<file path="config.mk">
export PLATFORM = sky130hd
export DESIGN_NAME = div_share_arbiter_flat
export DESIGN_NICKNAME = d
export VERILOG_FILES = /design/src/rtl/div_share_arbiter_if.sv /design/src/rtl/div_share_arbiter.sv /design/src/flat_wrapper.sv
export SDC_FILE = /design/constraint.sdc
export NUM_CORES = 1
export LEC_CHECK = 0
export ABC_AREA = 1
export BUFFER_PORTS_ARGS = -buffer_cell sky130_fd_sc_hd__buf_2
export CAP_MARGIN = 20
export CORE_ASPECT_RATIO = 1.75
export CORE_MARGIN = 4
export CORE_UTILIZATION = 43
export CTS_CLUSTER_DIAMETER = 40
export DETAILED_ROUTE_END_ITERATION = 6
export MAX_ROUTING_LAYER = met4
export PLACE_DENSITY = 0.88
export SLEW_MARGIN = 20
export SYNTH_ARGS = -nofsm -noshare
export SYNTH_HDL_FRONTEND = slang
export SYNTH_SLANG_ARGS = --single-unit
</file>
<file path="constraint.sdc">
create_clock -name clk -period 1.8 [get_ports clk]
set_input_delay 0 -clock clk [delete_from_list [all_inputs] [get_ports clk]]
set_output_delay 0 -clock clk [all_outputs]
set_load 0.1 [all_outputs]
</file>
<file path="src/rtl/div_share_arbiter_if.sv">
// +----------------------------------------------------------------------------+
// | Module  : div_share_arbiter_if                                             |
// | Brief   : Requester, divider-core and result bundle for div_share_arbiter. |
// | Rev     : 1.0  initial release                                             |
// +----------------------------------------------------------------------------+
`default_nettype none

interface div_share_arbiter_if #(
    parameter int NUM_REQ = 2,
    parameter int DW      = 16
);
    logic [NUM_REQ-1:0]    req;
    logic [NUM_REQ*DW-1:0] req_dividend;
    logic [NUM_REQ*DW-1:0] req_divisor;
    logic [NUM_REQ-1:0]    gnt;
    logic [DW-1:0]         div_dividend;
    logic [DW-1:0]         div_divisor;
    logic                  div_nd;
    logic                  div_rfd;
    logic [DW-1:0]         div_quotient;
    logic [DW-1:0]         div_fractional;
    logic [NUM_REQ-1:0]    res_valid;
    logic [DW-1:0]         res_quotient;
    logic [DW-1:0]         res_fractional;
    logic                  res_dz;

    // master: the arbiter itself; slave: requesters plus divider core
    modport master (
        input  req, req_dividend, req_divisor,
        input  div_rfd, div_quotient, div_fractional,
        output gnt, div_dividend, div_divisor, div_nd,
        output res_valid, res_quotient, res_fractional, res_dz
    );

    modport slave (
        output req, req_dividend, req_divisor,
        output div_rfd, div_quotient, div_fractional,
        input  gnt, div_dividend, div_divisor, div_nd,
        input  res_valid, res_quotient, res_fractional, res_dz
    );
endinterface

`default_nettype wire

</file>
<file path="src/rtl/div_share_arbiter.sv">
// +----------------------------------------------------------------------------+
// | Module  : div_share_arbiter                                                |
// | Brief   : Round-robin sharing of one pipelined divider core with a tag     |
// |           pipeline routing each result back to its issuer.                 |
// |           Optional macro DIV_ZERO_CHECK_EN adds divide-by-zero override.   |
// | Rev     : 1.0  initial release                                             |
// +----------------------------------------------------------------------------+
`default_nettype none

module div_share_arbiter #(
    parameter int NUM_REQ = 2,
    parameter int DW      = 16,
    parameter int LATENCY = 20
) (
    input wire logic         clk,
    input wire logic         rst,
    div_share_arbiter_if.master bus
);

    localparam int IDW = (NUM_REQ > 1) ? $clog2(NUM_REQ) : 1;

    function automatic logic [IDW-1:0] f_wrap(input logic [IDW-1:0] base, input int unsigned off);
        int unsigned w_sum;
        w_sum = (32'(base) + off) % NUM_REQ;
        return w_sum[IDW-1:0];
    endfunction

    logic [IDW-1:0]     r_ptr;
    logic               w_found;
    logic               w_fire;
    logic [IDW-1:0]     w_win;
    logic [NUM_REQ-1:0] w_gnt;
    logic [DW-1:0]      w_sel_dividend;
    logic [DW-1:0]      w_sel_divisor;

    logic               r_div_nd;
    logic [DW-1:0]      r_div_dividend;
    logic [DW-1:0]      r_div_divisor;
    logic [IDW-1:0]     r_issue_id;

    logic               r_tag_v  [LATENCY];
    logic [IDW-1:0]     r_tag_id [LATENCY];

    logic [NUM_REQ-1:0] w_res_onehot;
    logic [NUM_REQ-1:0] r_res_valid;
    logic [DW-1:0]      r_res_quotient;
    logic [DW-1:0]      r_res_fractional;

    // Search upward from the pointer; gnt is forced low while reset is held
    always_comb begin
        w_found = 1'b0;
        w_win   = '0;
        for (int k = 0; k < NUM_REQ; k++) begin
            if (!w_found && bus.req[f_wrap(r_ptr, k)]) begin
                w_found = 1'b1;
                w_win   = f_wrap(r_ptr, k);
            end
        end
        w_fire = w_found && bus.div_rfd && !rst;
        w_gnt  = '0;
        if (w_fire) begin
            w_gnt[w_win] = 1'b1;
        end
    end

    always_comb begin
        w_sel_dividend = '0;
        w_sel_divisor  = '0;
        for (int i = 0; i < NUM_REQ; i++) begin
            if (w_win == IDW'(i)) begin
                w_sel_dividend = bus.req_dividend[i*DW +: DW];
                w_sel_divisor  = bus.req_divisor[i*DW +: DW];
            end
        end
    end

    always_ff @(posedge clk or posedge rst) begin
        if (rst) begin
            r_ptr          <= '0;
            r_div_nd       <= 1'b0;
            r_div_dividend <= '0;
            r_div_divisor  <= '0;
            r_issue_id     <= '0;
        end else begin
            r_div_nd <= w_fire;
            if (w_fire) begin
                r_ptr          <= f_wrap(w_win, 1);
                r_div_dividend <= w_sel_dividend;
                r_div_divisor  <= w_sel_divisor;
                r_issue_id     <= w_win;
            end
        end
    end

    // Stage LATENCY-1 lines up with the core output for the op strobed by div_nd
    always_ff @(posedge clk or posedge rst) begin
        if (rst) begin
            for (int j = 0; j < LATENCY; j++) begin
                r_tag_v[j]  <= 1'b0;
                r_tag_id[j] <= '0;
            end
        end else begin
            r_tag_v[0]  <= r_div_nd;
            r_tag_id[0] <= r_issue_id;
            for (int j = 1; j < LATENCY; j++) begin
                r_tag_v[j]  <= r_tag_v[j-1];
                r_tag_id[j] <= r_tag_id[j-1];
            end
        end
    end

    always_comb begin
        w_res_onehot = '0;
        if (r_tag_v[LATENCY-1]) begin
            w_res_onehot[r_tag_id[LATENCY-1]] = 1'b1;
        end
    end

`ifdef DIV_ZERO_CHECK_EN
    logic r_issue_dz;
    logic r_tag_dz [LATENCY];
    logic r_res_dz;

    always_ff @(posedge clk or posedge rst) begin
        if (rst) begin
            r_issue_dz <= 1'b0;
            for (int j = 0; j < LATENCY; j++) begin
                r_tag_dz[j] <= 1'b0;
            end
        end else begin
            if (w_fire) begin
                r_issue_dz <= (w_sel_divisor == '0);
            end
            r_tag_dz[0] <= r_issue_dz;
            for (int j = 1; j < LATENCY; j++) begin
                r_tag_dz[j] <= r_tag_dz[j-1];
            end
        end
    end

    // A zero divisor still occupies a core slot; its core output is discarded
    always_ff @(posedge clk or posedge rst) begin
        if (rst) begin
            r_res_valid      <= '0;
            r_res_quotient   <= '0;
            r_res_fractional <= '0;
            r_res_dz         <= 1'b0;
        end else begin
            r_res_valid <= w_res_onehot;
            r_res_dz    <= r_tag_v[LATENCY-1] && r_tag_dz[LATENCY-1];
            if (r_tag_v[LATENCY-1]) begin
                r_res_quotient   <= r_tag_dz[LATENCY-1] ? {DW{1'b1}} : bus.div_quotient;
                r_res_fractional <= r_tag_dz[LATENCY-1] ? '0 : bus.div_fractional;
            end
        end
    end

    assign bus.res_dz = r_res_dz;
`else
    always_ff @(posedge clk or posedge rst) begin
        if (rst) begin
            r_res_valid      <= '0;
            r_res_quotient   <= '0;
            r_res_fractional <= '0;
        end else begin
            r_res_valid <= w_res_onehot;
            if (r_tag_v[LATENCY-1]) begin
                r_res_quotient   <= bus.div_quotient;
                r_res_fractional <= bus.div_fractional;
            end
        end
    end

    assign bus.res_dz = 1'b0;
`endif

    assign bus.gnt            = w_gnt;
    assign bus.div_nd         = r_div_nd;
    assign bus.div_dividend   = r_div_dividend;
    assign bus.div_divisor    = r_div_divisor;
    assign bus.res_valid      = r_res_valid;
    assign bus.res_quotient   = r_res_quotient;
    assign bus.res_fractional = r_res_fractional;

endmodule

`default_nettype wire

</file>
<file path="src/flat_wrapper.sv">
// flat-port wrapper written by rule: the top's interface ports become plain ports
module div_share_arbiter_flat 
#(
    parameter int NUM_REQ = 2,
    parameter int DW      = 16,
    parameter int LATENCY = 20
)
  (clk, rst, bus_req, bus_req_dividend, bus_req_divisor, bus_div_rfd, bus_div_quotient, bus_div_fractional, bus_gnt, bus_div_dividend, bus_div_divisor, bus_div_nd, bus_res_valid, bus_res_quotient, bus_res_fractional, bus_res_dz);
  div_share_arbiter_if #(.NUM_REQ(NUM_REQ), .DW(DW)) bus_i ();
  input wire logic clk;
  input wire logic rst;
  input wire logic [$bits(bus_i.req)-1:0] bus_req;
  input wire logic [$bits(bus_i.req_dividend)-1:0] bus_req_dividend;
  input wire logic [$bits(bus_i.req_divisor)-1:0] bus_req_divisor;
  input wire logic [$bits(bus_i.div_rfd)-1:0] bus_div_rfd;
  input wire logic [$bits(bus_i.div_quotient)-1:0] bus_div_quotient;
  input wire logic [$bits(bus_i.div_fractional)-1:0] bus_div_fractional;
  output wire logic [$bits(bus_i.gnt)-1:0] bus_gnt;
  output wire logic [$bits(bus_i.div_dividend)-1:0] bus_div_dividend;
  output wire logic [$bits(bus_i.div_divisor)-1:0] bus_div_divisor;
  output wire logic [$bits(bus_i.div_nd)-1:0] bus_div_nd;
  output wire logic [$bits(bus_i.res_valid)-1:0] bus_res_valid;
  output wire logic [$bits(bus_i.res_quotient)-1:0] bus_res_quotient;
  output wire logic [$bits(bus_i.res_fractional)-1:0] bus_res_fractional;
  output wire logic [$bits(bus_i.res_dz)-1:0] bus_res_dz;
  assign bus_i.req = bus_req;
  assign bus_i.req_dividend = bus_req_dividend;
  assign bus_i.req_divisor = bus_req_divisor;
  assign bus_i.div_rfd = bus_div_rfd;
  assign bus_i.div_quotient = bus_div_quotient;
  assign bus_i.div_fractional = bus_div_fractional;
  assign bus_gnt = bus_i.gnt;
  assign bus_div_dividend = bus_i.div_dividend;
  assign bus_div_divisor = bus_i.div_divisor;
  assign bus_div_nd = bus_i.div_nd;
  assign bus_res_valid = bus_i.res_valid;
  assign bus_res_quotient = bus_i.res_quotient;
  assign bus_res_fractional = bus_i.res_fractional;
  assign bus_res_dz = bus_i.res_dz;
  div_share_arbiter #(.NUM_REQ(NUM_REQ), .DW(DW), .LATENCY(LATENCY)) u_core (.clk(clk), .rst(rst), .bus(bus_i));
endmodule
</file>
After elaboration in Yosys (flattened, before gate mapping)
Cells that the tools add are included. Widths: inputs -> output; s select.

Bits of input ports: 101. Word-level logic and storage cells: 79. Output and inout bits: 70. Register bits: 109.

Order comparisons: 6. Muxes and demuxes: 16. Reduce and logical (&&, ||, !) cells: 7. Add/sub/neg operators: 2.

Operator list (count): $mux 16 (2); $mux 1 (10); $lt 1x2->1 const B (4); $logic_and 1x1->1 (5); $mux 2 (2); $add 1x1->1 const B (2); $demux 1 s1 (2); $ge 1x1->1 const B (2); $logic_not 1->1 (2).

Longest topological paths before layout
Gate-level depths: netlist of the first run.

Word-level depth: 11. Depth in mapped cells: 7. Mapped depth without buffers: 5.

Worst setup path before layout of the first run
Ideal clock, no wire load.

Path type: input to output. Start: input rst. End: output bus_gnt[1]. Data required time: 1800 ps. Stages: 3. Data arrival time: 2861 ps. Slack: -1061 ps. Path through: inv_2 nand2_2 nor2_1.

Longest elaborated chain between the ends: 3.

Ends and longest elaborated chain: from (decl) (RTL line flat_wrapper.sv:11) `input wire logic rst;`; $logic_not 1->1 (RTL line div_share_arbiter.sv:59) `w_fire = w_found && bus.div_rfd && !rst;`; $logic_and 1x1->1 (RTL line div_share_arbiter.sv:59); $mux 2 (RTL line div_share_arbiter.sv:61) `if (w_fire) begin`; to (decl) (RTL line flat_wrapper.sv:18) `output wire logic [$bits(bus_i.gnt)-1:0] bus_gnt;`.

Every way passes these cells.

Worst setup path after layout of the first run
Start: register u_core.r_ptr. End: register u_core.r_div_divisor[6], in the netlist u_core.bus.div_divisor[6].

Longest elaborated chain between the ends: 8. Elaborated cells between the ends (all ways): 14. Those cells by class: 1 x add/sub; 9 x mux; 4 x reduce/logical.

Ends and longest elaborated chain: from (decl) (RTL line div_share_arbiter.sv:28) `logic [IDW-1:0] r_ptr;`; from (signal assigned) (RTL line div_share_arbiter.sv:87) `r_ptr <= f_wrap(w_win, 1);`; $mux 1 (not written as such) (2 in series) (RTL line div_share_arbiter.sv:54) `if (!w_found && bus.req[f_wrap(r_ptr, k)]) begin`; $mux 1 (RTL line div_share_arbiter.sv:54); $logic_not 1->1 (RTL line div_share_arbiter.sv:54); $logic_and 1x1->1 (RTL line div_share_arbiter.sv:54); $mux 1 (RTL line div_share_arbiter.sv:54); $logic_and 1x1->1 (2 in series) (RTL line div_share_arbiter.sv:59); to (signal assigned) (RTL line div_share_arbiter.sv:89) `r_div_divisor <= w_sel_divisor;`; to (decl) (RTL line div_share_arbiter.sv:38) `logic [DW-1:0] r_div_divisor;`.

Several ways; a longest one is shown, not always the timed one. The select of a mux whose other input is x is not followed. A chain may end at the register's enable or synchronous reset.

==> results.toml, run 1 <==
[synth]
yosysTopAreaCell = "dfrtp_1"
yosys-top-cells-count = "nand2_1, dfrtp_1, nand3_1"
synthesis.area_um2 = 4120
synth_top_cell_area_share_pct = 66.2
yosysUniqueCellTypes = 20
synth.yosys.seq_area_share_pct = 66.2
async_reset_ff_share_pct = 100
synth.area.top_cells = "dfrtp_1, nand2_1, nand3_1"
synth-edff-count = 0
synth-main-ff-cell = "dfrtp_1"
syn-num-nets = 483
yosys_warnings = 0
synth_most_common_cell = "nand2_1"
avgSynthCellArea_um2 = 10.8
synthesis.instances = 382
ys_ff_latch = 109

[place]
postPlaceCellArea_um2 = 5030
io_buffers = 169
dp_hpwl_um = 7430
gp_congestion = 0.881

[die]
rows = 47
die-area_um2 = 11300
start_util_pct = 43.8
ioPinCount = 171
core_um2 = 9410
fp.dieW_um = 82.0
die_h_um = 138

[routing]
drc = 0
ant_nets = 0
vias = 4273
drt-vias-per-instance = 5.54
avgRoutedWirePerCell_um = 19.4
firstDrtPassIters = 5
routed_wl_um = 14900
drt_iter0_markers = 269

[worst_setup_path]
end_kind = "flop"
required_ns = 2.01
crit_type = "flop to flop"
cp_top_family = "buffers and inverters"
path_cells = "inv_1 > nand2_2 > buf_12 > nand4_1 > nand3_2 > dlygate4sd3_1"
cp_num_buf_inv = 3
worstPathArrival_ns = 2.06
crit_path_max_fanout = 32
startpoint_type = "flop"
slowest_stage = "dlygate4sd3_1"
worst_path_largest_cell_delay_ns = 0.58

[final_layout]
final_util_pct = 68.6
antenna_cells = 0
fillCellCount = 610
final_nets = 747
fin_area_um2 = 6460
drive_above_1_share_pct = 35.3
area_growth_pct = 56.6

[global_route]
grt_start_max_net_pins = 110
grt_antenna_before_repair = 0
track_usage_pct = 25.2
gr-total-overflow = 0
grt_pass1_wl_um = 20700
grt_pass1_vias = 4167

[clocking]
cts_inserted_buffers = 9
cts_tree = "done"
root_buffer = "clkbuf_16"
clk_pin_slew_ns = 0.07
cts_buffer_depth = 2
cts_max_level = 3
clock_latency_ns = 0.33
numClockSinks = 109

[timing]
worst_pin_slew_ns = 0.553
max_freq_mhz = 542
hold_violations = 0
setup-violations-final = 2
skew_ns = 0.00856
fin_ws_ns = -0.0454
slew_viol_final = 0
finalCriticalPeriod_ns = 1.85
slew-limit-headroom_pct = 63.1
period_share_pct = 103

[power_and_ir_drop]
leakage_nw = 3.39
ir_worst_vdd_mv = 0.833
power_density_nw_per_um2 = 1290

[outcome]
status = "finished with violations"
failed_checks = "setup timing"

[hold_path]
hp-class = "input pin to flop"

[flow_run]
maxCapViolations = 0
[state kept, by name, indices dropped and copies added, names as in the netlist]
name and count:
u_core.r_ptr 1, u_core.bus.res_valid 2, u_core.bus.div_nd 1, u_core.bus.res_quotient 16, u_core.r_tag_id 20, u_core.r_issue_id 1
u_core.bus.div_dividend 16, u_core.bus.res_fractional 16, u_core.r_tag_v 20, u_core.bus.div_divisor 16
[power by group]
group,switching [mW],internal (mW)
clock network,0.810,1.24
logic,2.54,0.703
registers,0.206,2.80
total,3.56,4.74
[logic make-up (layout without fill, tap and decap cells)]
kind of cell    after synthesis  after routing  synth area share [%]
other cells                   1              1                0.0910
simple gates                236            239                  28.4
compound gates                2              2                 0.243
buf+inv                      34            298                  5.04
flops                       109            109                  66.2
[final timing paths]
| path | startpoint | endpoint | slack, ns | depth (start not counted) |
|---|---|---|---|---|
| setup / recovery | u_core.r_ptr | u_core.bus.div_divisor[6] | -0.05 | 6 |
| hold / removal | bus_req[1] | u_core.bus.div_divisor[13] | 0.22 | 3 |
| setup reg to reg | u_core.r_ptr | u_core.bus.div_divisor[6] | -0.05 | 6 |
| hold reg to reg | u_core.r_tag_v[10] | u_core.r_tag_v[9] | 0.35 | 0 |
| max in group asynchronous | rst | u_core.bus.res_fractional[2] | 0.98 | 4 |
| min in group asynchronous | rst | u_core.bus.div_dividend[12] | 0.39 | 4 |
[repair_timing]
item / in CTS / in global routing
hold buffers: 97 / 0
buffers inserted: 0 / 5
endpoints found under the setup margin: 0 / 32
endpoints found under the hold margin: 173 / 0
resized for setup: 0 / 8
[metrics by stage]
| step | setup slack (ns) | hold slack [ns] | total power [mW] | instances | TNS (ns) |
|---|---|---|---|---|---|
| 3_3_place_gp | 0.620 | 0.204 | 5.80 | 652 | 0 |
| 4_1_cts | 0.0141 | 0.103 | 8.19 | 763 | 0 |
| 3_5_place_dp | 0.549 | 0.213 | 5.84 | 652 | 0 |
| 6_report | -0.0454 | 0.215 | 8.31 | 771 | -0.0874 |
| 2_1_floorplan | 0.178 | 0.0389 | 5.29 | 382 | 0 |
| 5_1_grt | -0.0668 | 0.233 | 8.58 | 771 | -0.194 |
[area by class of cell]
cell class | instances | area, um^2 | share of cell area, %
Sequential cell | 109 | 2730 | 42.2
Tap cell | 122 | 153 | 2.36
Clock buffer | 10 | 239 | 3.70
Inverter | 7 | 31.3 | 0.484
Clock inverter | 4 | 73.8 | 1.14
Multi-Input combinational cell | 242 | 1240 | 19.3
Timing Repair Buffer | 277 | 1990 | 30.8
[layout by cell type (no fill, tap or decap)]
master,instances
nor2_4,4
clkinv_4,1
inv_6,1
o21ai_1,2
nor2_8,1
dfrtp_1,109
clkinv_2,1
buf_2,167
buf_8,1
nand2_4,1
nand2_2,12
nor2_2,1
nand2_1,121
dlygate4sd3_1,97
clkbuf_8,1
nand4_1,32
nand3_1,53
clkbuf_16,9
nand2_8,2
conb_1,1
inv_2,2
buf_4,6
bufinv_16,2
nor2_1,1
buf_12,6
inv_1,4
nand3_2,11
[metal layers]
metal / GRT usage [%] / up-vias / share of wire, %
met5: - / - / 0
met4: 11.3 / 0 / 4.7
met3: 5.89 / 78 / 13
met2: 41.4 / 401 / 47
met1: 28.9 / 2007 / 35
li1: - / 1787 / -
[worst min-delay path: stages]
cell and delay, ns:
buf_2 0.25, nand4_1 0.17, nand3_2 0.08
Power figures use the tool's default switching activity.
==> run 2: changes to the inputs <==
--- a/config.mk
+++ b/config.mk
@@ -5,16 +5,15 @@
 export SDC_FILE = /design/constraint.sdc
 export NUM_CORES = 1
 export LEC_CHECK = 0
-export ABC_AREA = 1
 export BUFFER_PORTS_ARGS = -buffer_cell sky130_fd_sc_hd__buf_2
 export CAP_MARGIN = 20
 export CORE_ASPECT_RATIO = 1.75
 export CORE_MARGIN = 4
-export CORE_UTILIZATION = 43
+export CORE_UTILIZATION = 42
 export CTS_CLUSTER_DIAMETER = 40
 export DETAILED_ROUTE_END_ITERATION = 6
 export MAX_ROUTING_LAYER = met4
-export PLACE_DENSITY = 0.88
+export PLACE_DENSITY = 0.87
 export SLEW_MARGIN = 20
 export SYNTH_ARGS = -nofsm -noshare
 export SYNTH_HDL_FRONTEND = slang
==> results.toml, run 2 <==
[clocking]
root_buffer = "clkbuf_16"
cts_max_level = 3
clk_pin_slew_ns = 0.07
cts_buffer_depth = 2
cts_inserted_buffers = 9
cts_tree = "done"
clock_latency_ns = 0.33
numClockSinks = 109

[global_route]
grt_start_max_net_pins = 51
grt_pass1_vias = 3324
grt_most_used_layer = "met2"
gr-total-overflow = 0
grtUsageMet2_pct = 33.8
track_usage_pct = 20.0
grt_pass1_wl_um = 16100
grt_antenna_before_repair = 0
use_met3_pct = 5.19
use_met1_pct = 21.9

[place]
gp_congestion = 0.782
postPlaceCellArea_um2 = 4900
dp_hpwl_um = 6410
placed_cells = 516
io_buffers = 169

[synth]
yosysUniqueCellTypes = 17
synth-main-ff-cell = "dfrtp_1"
avgSynthCellArea_um2 = 16.2
yosysTopAreaCell = "dfrtp_1"
synth-edff-count = 0
syn-num-nets = 341
synth.area.top_cells = "dfrtp_1, mux2_2, a221o_1"
synthesis.instances = 240
synth_most_common_cell = "dfrtp_1"
synth_top_cell_area_share_pct = 70.1
synth.yosys.seq_area_share_pct = 70.1
yosys_warnings = 0
synthesis.area_um2 = 3890
ys_ff_latch = 109
yosys-top-cells-count = "dfrtp_1, a221o_1, and4_1, mux2_2, clkbuf_1"
async_reset_ff_share_pct = 100

[routing]
drt_iter0_markers = 117
drc = 0
ant_nets = 0
drt-vias-per-instance = 5.22
vias = 3118
routed_wl_um = 10600
firstDrtPassIters = 4
avgRoutedWirePerCell_um = 17.7

[power_and_ir_drop]
leakage_nw = 2.92
ir_worst_vdd_mv = 0.807
power_density_nw_per_um2 = 1360

[timing]
worst_pin_slew_ns = 0.665
hold_violations = 0
tns_ns = 0
slew-limit-headroom_pct = 55.6
setup-violations-final = 0
slew_viol_final = 0
rsz0062_at_grt = "false"
period_share_pct = 94.4
max_freq_mhz = 589
finalCriticalPeriod_ns = 1.70
skew_ns = 0.00844

[die]
die_h_um = 135
rows = 46
core_um2 = 9040
die-area_um2 = 10900
fp.dieW_um = 80.8
start_util_pct = 43.1
ioPinCount = 171

[worst_setup_path]
required_ns = 1.80
crit_type = "input pin to output port"
end_kind = "output port"
worstPathArrival_ns = 1.70
crit_path_max_fanout = 17
startpoint_type = "input pin"

[final_layout]
final_nets = 574
multi_input_area_um2 = 1030
area_growth_pct = 50.7
final_cell_mix = "buf_2, dfrtp_1, dlygate4sd3_1"
final_common_cell = "buf_2"
seqCellArea_um2 = 2730
antenna_cells = 0
fin_area_um2 = 5870
final_cells = 597
top_regs = "u_core.r_tag_id (20), u_core.r_tag_v (20)"
fillCellCount = 615
drive_above_1_share_pct = 48.0

[outcome]
status = "finished, final reports clean"

[flow_run]
maxCapViolations = 0

[hold_path]
hp-class = "input pin to flop"
## run 2: cell count changes in the layout (fill, tap and decap cells not counted), moves of 32 or more
cell           delta
nand2_1         -120
nand3_1          -53
a221o_1          +32
and4_1           +32
dlygate4sd3_1    -32
mux2_2           +32
nand4_1          -32
## run 2: per-stage QoR
step                util [%]  hold WS [ns]  power [mW]  worst slack (ns)
floorplan                  -         0.145        5.40            0.0723
global placement        54.2         0.123        5.90             0.490
detailed placement      54.2         0.147        5.95             0.414
CTS                     64.8        0.0120        8.05            0.0275
global route            64.9        0.0233        8.30            0.0295
finish                  64.9        0.0298        8.01             0.101
## run 2: final timing paths
kind,slack (ns),endpoint,startpoint,cells past startpoint
worst max-delay path,0.10,bus_gnt[1],rst,7
worst min-delay path,0.03,u_core.bus.div_divisor[11],bus_req_divisor[11],3
worst max register to register,0.39,u_core.bus.div_divisor[5],u_core.r_ptr,4
worst min register to register,0.35,u_core.r_tag_id[7],u_core.r_tag_id[8],0
max in group asynchronous,0.83,u_core.bus.res_fractional[0],rst,4
min in group asynchronous,0.33,u_core.bus.div_dividend[10],rst,3
## run 2: layout make-up
cell class	instances	share of cell area, %
flip-flops and latches	109	46.5
repair buffers	244	28.0
multi-input cells	107	17.6
clock buffers	10	4.07
well taps	120	2.56
clock inverters	5	1.13
inverters	2	0.192
## run 2: layer usage
metal	part of all wire [%]	up-vias	wire, um
met5	0	-	0
met4	3.5	0	368
met3	8.6	31	908
met2	52	187	5480
met1	36	1518	3820
li1	-	1382	-
## run 2: where the power goes
part / internal (mW) / switching, mW / total (mW)
Combinational: 0.610 / 2.43 / 3.04
Sequential: 2.82 / 0.188 / 3.01
Clock: 1.13 / 0.829 / 1.96
## run 2: timing repair
item	CTS	global route
hold endpoints to repair	90	0
buffers inserted	0	0
hold buffers	65	0
endpoints found under the setup margin	0	1
gates resized for setup	0	2
## run 2: logic make-up (layout without fill, tap and decap cells)
logic type | count (synthesis) | after routing | share of synthesized area [%]
compound gates | 35 | 35 | 8.84
buf+inv | 24 | 261 | 3.47
flops | 109 | 109 | 70.1
mux | 32 | 32 | 9.26
other cells | 1 | 1 | 0.0963
simple gates | 39 | 39 | 8.26
## run 2: worst max-delay path, cell delays in order
cell and delay, ns:
dlygate4sd3_1 0.53, buf_2 0.15, nor2b_2 0.23, buf_6 0.21, and3_1 0.19, buf_4 0.19
buf_12 0.19
